--- config.mk ---
export PLATFORM = sky130hd
export DESIGN_NAME = autoconfig_host
export DESIGN_NICKNAME = d
export VERILOG_FILES = /design/src/rtl/autoconfig_pkg.sv /design/src/rtl/zbus_cycle.sv /design/src/rtl/autoconfig_host.sv
export SDC_FILE = /design/constraint.sdc
export NUM_CORES = 1
export LEC_CHECK = 0
export ABC_AREA = 1
export CAP_MARGIN = 0
export CORE_AREA = 2 2 106 108
export CTS_BUF_LIST = sky130_fd_sc_hd__clkbuf_4
export DETAILED_ROUTE_END_ITERATION = 8
export DIE_AREA = 0 0 108 110
export GPL_ROUTABILITY_DRIVEN = 0
export GPL_TIMING_DRIVEN = 0
export HOLD_SLACK_MARGIN = 0.15
export PLACE_DENSITY = 0.72
export SLEW_MARGIN = 20
export SYNTH_ARGS = -nofsm -noshare
export SYNTH_HDL_FRONTEND = slang
export SYNTH_SLANG_ARGS = --single-unit
--- constraint.sdc ---
create_clock -name CLK -period 5 [get_ports CLK]
set_clock_uncertainty 0.1 [all_clocks]
set_input_delay 1 -clock CLK [delete_from_list [all_inputs] [get_ports CLK]]
set_output_delay 1 -clock CLK [all_outputs]
set_load 0.05 [all_outputs]
--- src/rtl/autoconfig_pkg.sv ---
// Shared constants, size decoding and FSM encodings for the Zorro II autoconfig host.
package autoconfig_pkg;

  localparam logic [7:0] CFG_WIN     = 8'hE8;
  localparam logic [7:0] OFF_ID      = 8'h00;
  localparam logic [7:0] OFF_SIZE    = 8'h02;
  localparam logic [7:0] OFF_BASE_HI = 8'h48;
  localparam logic [7:0] OFF_BASE_LO = 8'h4A;
  localparam logic [7:0] OFF_SHUTUP  = 8'h4C;

  typedef enum logic [2:0] {
    SZ_8M   = 3'd0,
    SZ_64K  = 3'd1,
    SZ_128K = 3'd2,
    SZ_256K = 3'd3,
    SZ_512K = 3'd4,
    SZ_1M   = 3'd5,
    SZ_2M   = 3'd6,
    SZ_4M   = 3'd7
  } size_code_t;

  typedef logic [3:0] enum_state_t;

  localparam enum_state_t ST_IDLE  = 4'd0;
  localparam enum_state_t ST_RD00  = 4'd1;
  localparam enum_state_t ST_RD02  = 4'd2;
  localparam enum_state_t ST_ALLOC = 4'd3;
  localparam enum_state_t ST_WR4A  = 4'd4;
  localparam enum_state_t ST_WR48  = 4'd5;
  localparam enum_state_t ST_WR4C  = 4'd6;
  localparam enum_state_t ST_NEXT  = 4'd7;
  localparam enum_state_t ST_FIN   = 4'd8;

  // Board size in 64K units; code 0 is the 8MB case, the rest are powers of two.
  function automatic logic [8:0] size_units(input size_code_t code);
    if (code == SZ_8M) begin
      return 9'd128;
    end
    return 9'd1 << (code - 3'd1);
  endfunction

  // Word address (A23:1) of a byte offset inside the config window.
  function automatic logic [22:0] cfg_addr(input logic [7:0] off);
    return {CFG_WIN, 8'h00, off[7:1]};
  endfunction

endpackage

--- src/rtl/zbus_cycle.sv ---
// Single Zorro II bus cycle master: strobes, _DTACK synchroniser and wait-state timeout.
module zbus_cycle #(
  parameter int unsigned TIMEOUT_CYCLES = 64
) (
  input  logic        CLK,
  input  logic        _RST,
  input  logic        i_req,
  input  logic        i_rw,
  input  logic [22:0] i_addr,
  input  logic [3:0]  i_wdata,
  output logic        o_ack,
  output logic        o_timeout,
  output logic [3:0]  o_rdata,
  output logic [22:0] o_a,
  output logic [3:0]  o_d,
  output logic        o_d_oe,
  input  logic [3:0]  i_d,
  output logic        o_as_n,
  output logic        o_uds_n,
  output logic        o_rw,
  input  logic        i_dtack_n
);

  localparam int unsigned CW = $clog2(TIMEOUT_CYCLES + 1);
  localparam logic [CW-1:0] TO_LAST = CW'(TIMEOUT_CYCLES);

  localparam logic [2:0] CY_IDLE = 3'd0;
  localparam logic [2:0] CY_C0   = 3'd1;
  localparam logic [2:0] CY_C1   = 3'd2;
  localparam logic [2:0] CY_C2   = 3'd3;
  localparam logic [2:0] CY_C3   = 3'd4;
  localparam logic [2:0] CY_C4   = 3'd5;

  logic [2:0]    r_state;
  logic [CW-1:0] r_cnt;
  logic          r_to;
  logic          r_dt1, r_dt2;
  logic [3:0]    r_rdata;
  logic [22:0]   r_a;
  logic [3:0]    r_d;
  logic          r_d_oe, r_as_n, r_uds_n, r_rw;

  always_ff @(posedge CLK or negedge _RST) begin
    if (!_RST) begin
      r_dt1 <= 1'b1;
      r_dt2 <= 1'b1;
    end else begin
      r_dt1 <= i_dtack_n;
      r_dt2 <= r_dt1;
    end
  end

  always_ff @(posedge CLK or negedge _RST) begin
    if (!_RST) begin
      r_state <= CY_IDLE;
      r_cnt   <= '0;
      r_to    <= 1'b0;
      r_rdata <= 4'h0;
      r_a     <= '0;
      r_d     <= 4'h0;
      r_d_oe  <= 1'b0;
      r_as_n  <= 1'b1;
      r_uds_n <= 1'b1;
      r_rw    <= 1'b1;
    end else begin
      case (r_state)
        CY_IDLE: begin
          if (i_req) begin
            r_a     <= i_addr;
            r_rw    <= i_rw;
            r_d     <= i_wdata;
            r_d_oe  <= !i_rw;
            r_state <= CY_C0;
          end
        end
        CY_C0: begin
          r_as_n  <= 1'b0;
          r_state <= CY_C1;
        end
        CY_C1: begin
          r_uds_n <= 1'b0;
          r_cnt   <= '0;
          r_state <= CY_C2;
        end
        CY_C2: begin
          if (!r_dt2) begin
            r_rdata <= i_d;
            r_to    <= 1'b0;
            r_as_n  <= 1'b1;
            r_uds_n <= 1'b1;
            r_state <= CY_C3;
          end else if (r_cnt == TO_LAST) begin
            r_to    <= 1'b1;
            r_as_n  <= 1'b1;
            r_uds_n <= 1'b1;
            r_state <= CY_C3;
          end else begin
            r_cnt <= r_cnt + 1'b1;
          end
        end
        CY_C3: begin
          r_d_oe  <= 1'b0;
          r_state <= CY_C4;
        end
        default: r_state <= CY_IDLE;
      endcase
    end
  end

  assign o_ack     = (r_state == CY_C4) && !r_to;
  assign o_timeout = (r_state == CY_C4) && r_to;
  assign o_rdata   = r_rdata;
  assign o_a       = r_a;
  assign o_d       = r_d;
  assign o_d_oe    = r_d_oe;
  assign o_as_n    = r_as_n;
  assign o_uds_n   = r_uds_n;
  assign o_rw      = r_rw;

endmodule

--- src/rtl/autoconfig_host.sv ---
// Zorro II autoconfig enumerator: probes $E80000, places each board in RAM or I/O space
// at a naturally aligned base, and shuts up boards that do not fit.
module autoconfig_host
  import autoconfig_pkg::*;
#(
  parameter int unsigned TIMEOUT_CYCLES = 64,
  parameter int unsigned MAX_BOARDS     = 8,
  parameter logic [7:0]  RAM_LO         = 8'h20,
  parameter logic [7:0]  RAM_HI         = 8'hA0,
  parameter logic [7:0]  IO_LO          = 8'hE9,
  parameter logic [7:0]  IO_HI          = 8'hF0
) (
  input  logic        CLK,
  input  logic        _RST,
  input  logic        start,
  output logic [22:0] A,
  output logic [3:0]  D_o,
  output logic        d_oe,
  input  logic [3:0]  D_i,
  output logic        _AS,
  output logic        _UDS,
  output logic        RW,
  input  logic        _DTACK,
  output logic        _cfgout,
  output logic        busy,
  output logic        done,
  output logic [3:0]  board_count,
  output logic [3:0]  shut_count
);

  localparam logic [3:0] MAX_B = 4'(MAX_BOARDS);

  enum_state_t r_state;
  logic        r_issued;
  logic        r_memlist;
  size_code_t  r_size;
  logic [7:0]  r_base;
  logic [7:0]  r_ram_ptr, r_io_ptr;
  logic [3:0]  r_handled;
  logic        r_busy, r_done, r_cfgout;
  logic [3:0]  r_board_count, r_shut_count;

  logic        w_bus, w_req, w_rw, w_ack, w_timeout;
  logic [22:0] w_addr;
  logic [3:0]  w_wdata, w_rdata;
  logic [8:0]  w_units, w_ptr, w_hi, w_base, w_end;
  logic        w_io, w_fits;

  always_comb begin
    w_bus   = 1'b1;
    w_rw    = 1'b1;
    w_addr  = cfg_addr(OFF_ID);
    w_wdata = 4'h0;
    case (r_state)
      ST_RD00: w_addr = cfg_addr(OFF_ID);
      ST_RD02: w_addr = cfg_addr(OFF_SIZE);
      ST_WR4A: begin
        w_rw    = 1'b0;
        w_addr  = cfg_addr(OFF_BASE_LO);
        w_wdata = r_base[3:0];
      end
      ST_WR48: begin
        w_rw    = 1'b0;
        w_addr  = cfg_addr(OFF_BASE_HI);
        w_wdata = r_base[7:4];
      end
      ST_WR4C: begin
        w_rw   = 1'b0;
        w_addr = cfg_addr(OFF_SHUTUP);
      end
      default: w_bus = 1'b0;
    endcase
    w_req = w_bus && !r_issued;
  end

  // Small non-memlist boards go to I/O space; everything else competes for RAM space.
  always_comb begin
    w_units = size_units(r_size);
    w_io    = !r_memlist && (w_units <= 9'd8);
    w_ptr   = w_io ? {1'b0, r_io_ptr} : {1'b0, r_ram_ptr};
    w_hi    = w_io ? {1'b0, IO_HI}    : {1'b0, RAM_HI};
    w_base  = (w_ptr + w_units - 9'd1) & ~(w_units - 9'd1);
    w_end   = w_base + w_units;
    w_fits  = (w_end <= w_hi);
  end

  always_ff @(posedge CLK or negedge _RST) begin
    if (!_RST) begin
      r_state       <= ST_IDLE;
      r_issued      <= 1'b0;
      r_memlist     <= 1'b0;
      r_size        <= SZ_8M;
      r_base        <= 8'h00;
      r_ram_ptr     <= RAM_LO;
      r_io_ptr      <= IO_LO;
      r_handled     <= 4'd0;
      r_busy        <= 1'b0;
      r_done        <= 1'b0;
      r_cfgout      <= 1'b1;
      r_board_count <= 4'd0;
      r_shut_count  <= 4'd0;
    end else begin
      r_done <= 1'b0;
      if (w_ack || w_timeout) begin
        r_issued <= 1'b0;
      end else if (w_req) begin
        r_issued <= 1'b1;
      end
      case (r_state)
        ST_IDLE: begin
          if (start) begin
            r_ram_ptr     <= RAM_LO;
            r_io_ptr      <= IO_LO;
            r_board_count <= 4'd0;
            r_shut_count  <= 4'd0;
            r_handled     <= 4'd0;
            r_busy        <= 1'b1;
            r_cfgout      <= 1'b0;
            r_state       <= ST_RD00;
          end
        end
        ST_RD00: begin
          if (w_timeout) begin
            r_state <= ST_FIN;
          end else if (w_ack) begin
            if (w_rdata[3:2] == 2'b11) begin
              r_memlist <= w_rdata[1];
              r_state   <= ST_RD02;
            end else begin
              r_state <= ST_FIN;
            end
          end
        end
        ST_RD02: begin
          if (w_timeout) begin
            r_state <= ST_FIN;
          end else if (w_ack) begin
            r_size  <= size_code_t'(w_rdata[2:0]);
            r_state <= ST_ALLOC;
          end
        end
        ST_ALLOC: begin
          if (w_fits) begin
            r_base <= w_base[7:0];
            if (w_io) begin
              r_io_ptr <= w_end[7:0];
            end else begin
              r_ram_ptr <= w_end[7:0];
            end
            r_state <= ST_WR4A;
          end else begin
            r_state <= ST_WR4C;
          end
        end
        ST_WR4A: begin
          if (w_timeout) begin
            r_state <= ST_FIN;
          end else if (w_ack) begin
            r_state <= ST_WR48;
          end
        end
        ST_WR48: begin
          if (w_timeout) begin
            r_state <= ST_FIN;
          end else if (w_ack) begin
            r_board_count <= r_board_count + 4'd1;
            r_handled     <= r_handled + 4'd1;
            r_state       <= ST_NEXT;
          end
        end
        ST_WR4C: begin
          if (w_timeout) begin
            r_state <= ST_FIN;
          end else if (w_ack) begin
            r_shut_count <= r_shut_count + 4'd1;
            r_handled    <= r_handled + 4'd1;
            r_state      <= ST_NEXT;
          end
        end
        ST_NEXT: r_state <= (r_handled < MAX_B) ? ST_RD00 : ST_FIN;
        ST_FIN: begin
          r_done   <= 1'b1;
          r_busy   <= 1'b0;
          r_cfgout <= 1'b1;
          r_state  <= ST_IDLE;
        end
        default: r_state <= ST_IDLE;
      endcase
    end
  end

  zbus_cycle #(
    .TIMEOUT_CYCLES(TIMEOUT_CYCLES)
  ) u_cycle (
    .CLK      (CLK),
    ._RST     (_RST),
    .i_req    (w_req),
    .i_rw     (w_rw),
    .i_addr   (w_addr),
    .i_wdata  (w_wdata),
    .o_ack    (w_ack),
    .o_timeout(w_timeout),
    .o_rdata  (w_rdata),
    .o_a      (A),
    .o_d      (D_o),
    .o_d_oe   (d_oe),
    .i_d      (D_i),
    .o_as_n   (_AS),
    .o_uds_n  (_UDS),
    .o_rw     (RW),
    .i_dtack_n(_DTACK)
  );

  assign _cfgout     = r_cfgout;
  assign busy        = r_busy;
  assign done        = r_done;
  assign board_count = r_board_count;
  assign shut_count  = r_shut_count;

endmodule

# == Yosys cells after proc, flatten, opt, wreduce, memory -nomap -nowiden ==
# Cells that the tools add are included.
# op_classes
n_bitwise,4
n_reduce_logical,41
n_eq_ne,34
n_mux,61
magnitude_cmp,3
add_sub_neg,9
shifts,1
# ops
op,count
4-bit two-way mux,18
8-bit two-way mux,7
4-bit one-hot mux with 2 select lines,4
8-bit one-hot mux with 2 select lines,2
4-bit one-hot mux with 7 select lines,1
6-bit one-hot mux with 4 select lines,1
4-bit AND reduction,6
2-bit != test (second input constant),11
7-bit two-way mux,3
9-bit two-way mux,2
2-bit AND reduction,9
2-bit nonzero test,9
9-bit by 1-bit subtractor with 9-bit output (second input constant),2
4-bit by 3-bit equality test with 1-bit output (second input constant),4
3-bit one-hot mux with 5 select lines,1
7-bit one-hot mux with 2 select lines,1
4-bit by 1-bit adder with 4-bit output (second input constant),3
1-bit two-way mux,12
3-bit != test (second input constant),4
1-bit one-hot mux with 2 select lines,5
8-bit by 9-bit adder with 9-bit output,1
9-bit adder,1
9-bit bitwise AND,1
9-bit by 4-bit <= comparator with 1-bit output (second input constant),1
other kinds (29),44
# word_totals
regBits,96
word_cells,178

# == Depth between registers and ports, before layout ==
# logic_depth
ltp_word,13
ltp_mapped,41
mapped_depth_nobuf,40

# == Hierarchy ==
# Synthesis repeated with hierarchy kept, for this count alone.
# unflattened
cells_unflattened,744
area_unflattened_um2,5576.6
# by_module_without_submodules
module,cells_per_inst,seq_area_each_um2,instances,area_per_inst_um2
autoconfig_host,503,1209.9,1,3514.6
zbus_cycle,241,1207.4,1,2062.0

# == Worst setup path before layout ==
# No wires, ideal clock.
# synth_timing
kind,register to register
start,reg r_size[2]
end,reg r_ram_ptr[0]
path_slack_ns,-0.414
synth_period_minus_slack_ns,5.414
setup_time_ns,0.118
path_stages_with_launch,39
t_arrival_ns,5.196
cell_sequence,dfrtp_1 -> buf_4 -> nor3_2 -> inv_1 -> ha_1 -> inv_1 -> a21oi_1 -> nand3_2 -> buf_6 -> mux2i_1 -> ha_1 -> inv_1 -> ha_1 -> fa_1 -> nand2_1 -> nand2_1 -> a21oi_1 -> o21ai_0 -> (+3 left out) -> o311ai_0 -> nand3_1 -> nand2_1 -> inv_1 -> ha_1 -> nand2_1 -> nor3b_1 -> nand2_1 -> inv_1 -> nand3_1 -> nand2_1 -> inv_2 -> nand2_4 -> nand3_4 -> nand2_4 -> nand2_4 -> nand2_1 -> nand2_1
# synth_via
elab_chain_cells,13
# synth_rtl
item,line,text
start: declaration,autoconfig_host.sv:36,size_code_t r_size;
start signal: assignment,autoconfig_host.sv:138,r_size <= size_code_t'(w_rdata[2:0]);
3-bit by 1-bit subtractor with 3-bit output / 3-bit logical NOT (equally long branches),"autoconfig_pkg.sv:39, autoconfig_pkg.sv:36",
1-bit by 3-bit left shift with 9-bit output / 1-bit two-way mux (equally long branches),"autoconfig_pkg.sv:39, autoconfig_pkg.sv:36",
9-bit two-way mux *,autoconfig_pkg.sv:39,return 9'd1 << (code - 3'd1);
9-bit by 4-bit <= comparator with 1-bit output,autoconfig_host.sv:79,w_io = !r_memlist && (w_units <= 9'd8);
1-bit logical AND,autoconfig_host.sv:79,
8-bit two-way mux,autoconfig_host.sv:80,"w_ptr = w_io ? {1'b0, r_io_ptr} : {1'b0, r_ram_ptr};"
8-bit by 9-bit adder with 9-bit output,autoconfig_host.sv:82,w_base = (w_ptr + w_units - 9'd1) & ~(w_units - 9'd1);
9-bit by 1-bit subtractor with 9-bit output,autoconfig_host.sv:82,
9-bit bitwise AND *,autoconfig_host.sv:82,
net w_base[5],autoconfig_host.sv:46,"logic [8:0] w_units, w_ptr, w_hi, w_base, w_end;"
9-bit adder *,autoconfig_host.sv:83,w_end = w_base + w_units;
9-bit by 8-bit <= comparator with 1-bit output *,autoconfig_host.sv:84,w_fits = (w_end <= w_hi);
2-bit != test (no source line) *,n/a,
4-bit AND reduction (no source line) *,n/a,
end signal: assignment,autoconfig_host.sv:148,r_ram_ptr <= w_end[7:0];
end: declaration,autoconfig_host.sv:38,"logic [7:0] r_ram_ptr, r_io_ptr;"
# Mark *: on every way through the listed nets, which the timed path passes. The rest lies on a longest branch. The select of a mux whose other input is x is not followed.
# A chain may end at the register's enable or synchronous reset.

# == Worst setup path after layout ==
# layout_timing
start,reg r_size[1]
end,reg r_ram_ptr[2]
# Same word-level chain as after synthesis.

==> impl_metrics.yaml <==
timing:
  fin_crit_sh_pct: 109
  finalWorstSetupSlack_ns: -0.448
  setup_viol: 25
  max_freq_ghz: 0.184
  final_max_slew_viol_count: 0
  slew_headroom_pct: 29.3
  layout_min_cycle_time_ns: 5.45
  rsz0062_at_grt: "true"
  tightest_slew_ns: 1.06
  finalHoldViolations: 0
route:
  drt-pass1-iter-count: 7
  vias: 4426
  final_antenna_net_count: 0
  drc: 0
  wl_per_cell_um: 13.6
  drt_iter0_markers: 271
  routed_wirelength_um: 12100
  routed_via_density: 4.96
cts:
  htreeDepth: 3
  clkTransAtPathRegs_ns: 0.13
  cts_hold_buf: 0
  cts_buffer_depth: 2
  cts-root-buf: "clkbuf_4"
  cts_buffers: 9
  clk_latency_ns: 0.44
  clkSinkCount: 77
  cts_tree: "done"
die:
  core_sq_mm: 0.0107
  ios: 50
  std_cell_rows: 38
  initial_core_util_pct: 45.3
  die_w_um: 108
  die_h_um: 110
  fp.dieArea_sq_mm: 0.0119
synth:
  postSynthAreaPerCell_sq_um: 7.63
  yosysUniqueCellTypes: 45
  synthTopCellsByCount: "nand2_1, inv_1, dfrtp_1"
  synth_cells: 636
  synth.most_common_cell: "nand2_1"
  synth_edf_count: 0
  seq_area_frac_synth_pct: 40.0
  yosys_warnings: 0
  ys.flop_type: "dfrtp_1"
  syn_area_sq_mm: 0.00485
  ys_async_sr_fraction_pct: 100
  yosys.area.top_type: "dfrtp_1"
  synth_area_leaders: "dfrtp_1, nand2_1, inv_1, ha_1, dfstp_2"
  ys_ff_latch: 77
  synth_top_area_share_pct: 33.5
worst_setup_path:
  cp-start-kind: "flop"
  required_ns: 5.26
  end_kind: "flop"
  reg2regPathDepth: 38
  r2r_end: "r_ram_ptr[2]"
  max_stage_delay_ns: 0.47
  worst_path_max_delay_cell: "dfrtp_2"
  crit_type: "reg2reg"
  ff2ff_setup_slack_ns: -0.45
  cp_max_fo: 5
  reg2reg_from: "r_size[1]"
  critPathArrivalTime_ns: 5.71
grt:
  grtUsageTotal_pct: 21.3
  grt_pass1_wl_um: 19900
  grt_pass1_vias: 4409
  antenna_found_initial: 1
  grt_start_max_net_pins: 60
  overflow: 0
cells_and_area:
  final_cell_count_no_fill: 893
  nFillCells: 887
  fin_nets: 785
  seq_area_sq_mm: 0.00194
  drive_above_1_share_pct: 26.6
  multi_input_area_sq_mm: 0.00274
  syn_to_final_growth_pct: 33.0
min_path:
  min_from: "u_cycle.r_dt1"
  hold_path_end: "u_cycle.r_dt2"
  min_path_cells: 0
  hp-class: "reg2reg"
placed_design:
  place_hpwl_um: 8050
  port_buffers: 34
  place_inst: 825
run_status:
  status: "complete, but fails checks"
  violations: "negative setup slack"
run:
  cap_violations: 0
what timing repair did:
item	CTS	global route
endpoints found under the setup margin	25	25
resized for setup	36	42
gates cloned	2	1
setup buffers	39	10
pin swaps	29	4
cells by family (layout without fill, tap and decap cells):
kind of cell | after synthesis | count (layout) | share of synthesized area (%)
AOI/OAI and AO/OA | 86 | 86 | 10.1
xor gates and xnor gates | 8 | 8 | 1.44
adders and majority gates | 30 | 30 | 8.05
buffers and inverters | 131 | 232 | 12.0
DFF | 77 | 77 | 40.0
muxes | 6 | 6 | 1.24
other | 1 | 16 | 0.0773
and+or+nand+nor | 297 | 298 | 27.1
cells in the final DEF (no fill, tap or decap), types with 11 or more instances in the layout:
cell type / synthesis / final
nand2_1: 157 / 134
inv_1: 98 / 91
dfrtp_1: 65 / 63
buf_4: 20 / 61
nor2_1: 58 / 56
nand3_1: 41 / 38
clkdlybuf4s50_1: 0 / 33
o21ai_0: 32 / 28
nand2_2: 7 / 25
a21oi_1: 26 / 22
ha_1: 28 / 22
conb_1: 1 / 15
inv_2: 9 / 13
dfstp_2: 12 / 12
o21ai_1: 9 / 11
nor3_1: 11 / 11
clkbuf_4: 0 / 11
per-stage QoR:
| step | instance area (sq um) | worst slack [ns] | hold slack (ns) | utilization [%] | TNS (ns) |
|---|---|---|---|---|---|
| finish | 6450 | -0.448 | 0.267 | 60.3 | -9.12 |
| global route | 6450 | -0.681 | 0.271 | 60.3 | -15.25 |
| CTS | 6200 | -0.320 | 0.267 | 58.0 | -6.03 |
| detailed placement | 5520 | -0.980 | 0.248 | 51.6 | -21.86 |
| global placement | 5490 | -0.884 | 0.248 | 51.3 | -19.39 |
| floorplan | 4970 | -0.172 | 0.245 | - | -2.56 |
layout make-up:
class / instances / share of cell area (%)
clock inverter: 5 / 1.67
buffer: 23 / 2.99
sequential: 77 / 30.1
tap: 140 / 2.72
timing repair buffer: 84 / 12.1
timing repair inverter: 1 / 0.136
clock buffer: 11 / 1.28
multi-input combinational: 443 / 42.5
inverter: 108 / 6.48
antenna: 1 / 0.0388
per-layer routing:
layer	track usage (%)	wire (um)	up-vias
met4	9.34	356	0
met3	2.65	499	30
met1	26.2	5290	2055
met2	37.6	5990	133
li1	-	-	2208
met5	0	0	-
state kept, by name, summed over array words and instances, names as in the netlist, 3 cells and up:
register	flops
r_io_ptr	8
r_handled	4
r_base	8
u_cycle.r_state	3
u_cycle.o_d	4
r_state	4
board_count	4
shut_count	4
u_cycle.r_cnt	7
u_cycle.o_a	4
r_ram_ptr	8
u_cycle.o_rdata	4
r_size	3
worst max-delay path: cells and delay by family, from the launching register on:
kind | cells | cell delay, ns
AOI/OAI and AO/OA | 3 | 0.48
xor gates and xnor gates | 1 | 0.21
adders and majority gates | 6 | 1.53
buffers and inverters | 10 | 0.84
DFF | 1 | 0.47
muxes | 1 | 0.20
and+or+nand+nor | 17 | 1.56
worst max path at each step:
stage / start / end / cells after the start
5_1_grt: r_size[1] / r_ram_ptr[2] / 38
4_1_cts: r_size[1] / r_ram_ptr[6] / 37
3_5_place_dp: r_size[0] / r_ram_ptr[1] / 38
2_1_floorplan: r_size[0] / r_ram_ptr[0] / 39
6_report: r_size[1] / r_ram_ptr[2] / 38
3_3_place_gp: r_size[0] / r_ram_ptr[7] / 38
Power is not shown: default switching activity piles up to over one toggle a cycle in this logic, so the estimate is an artifact.
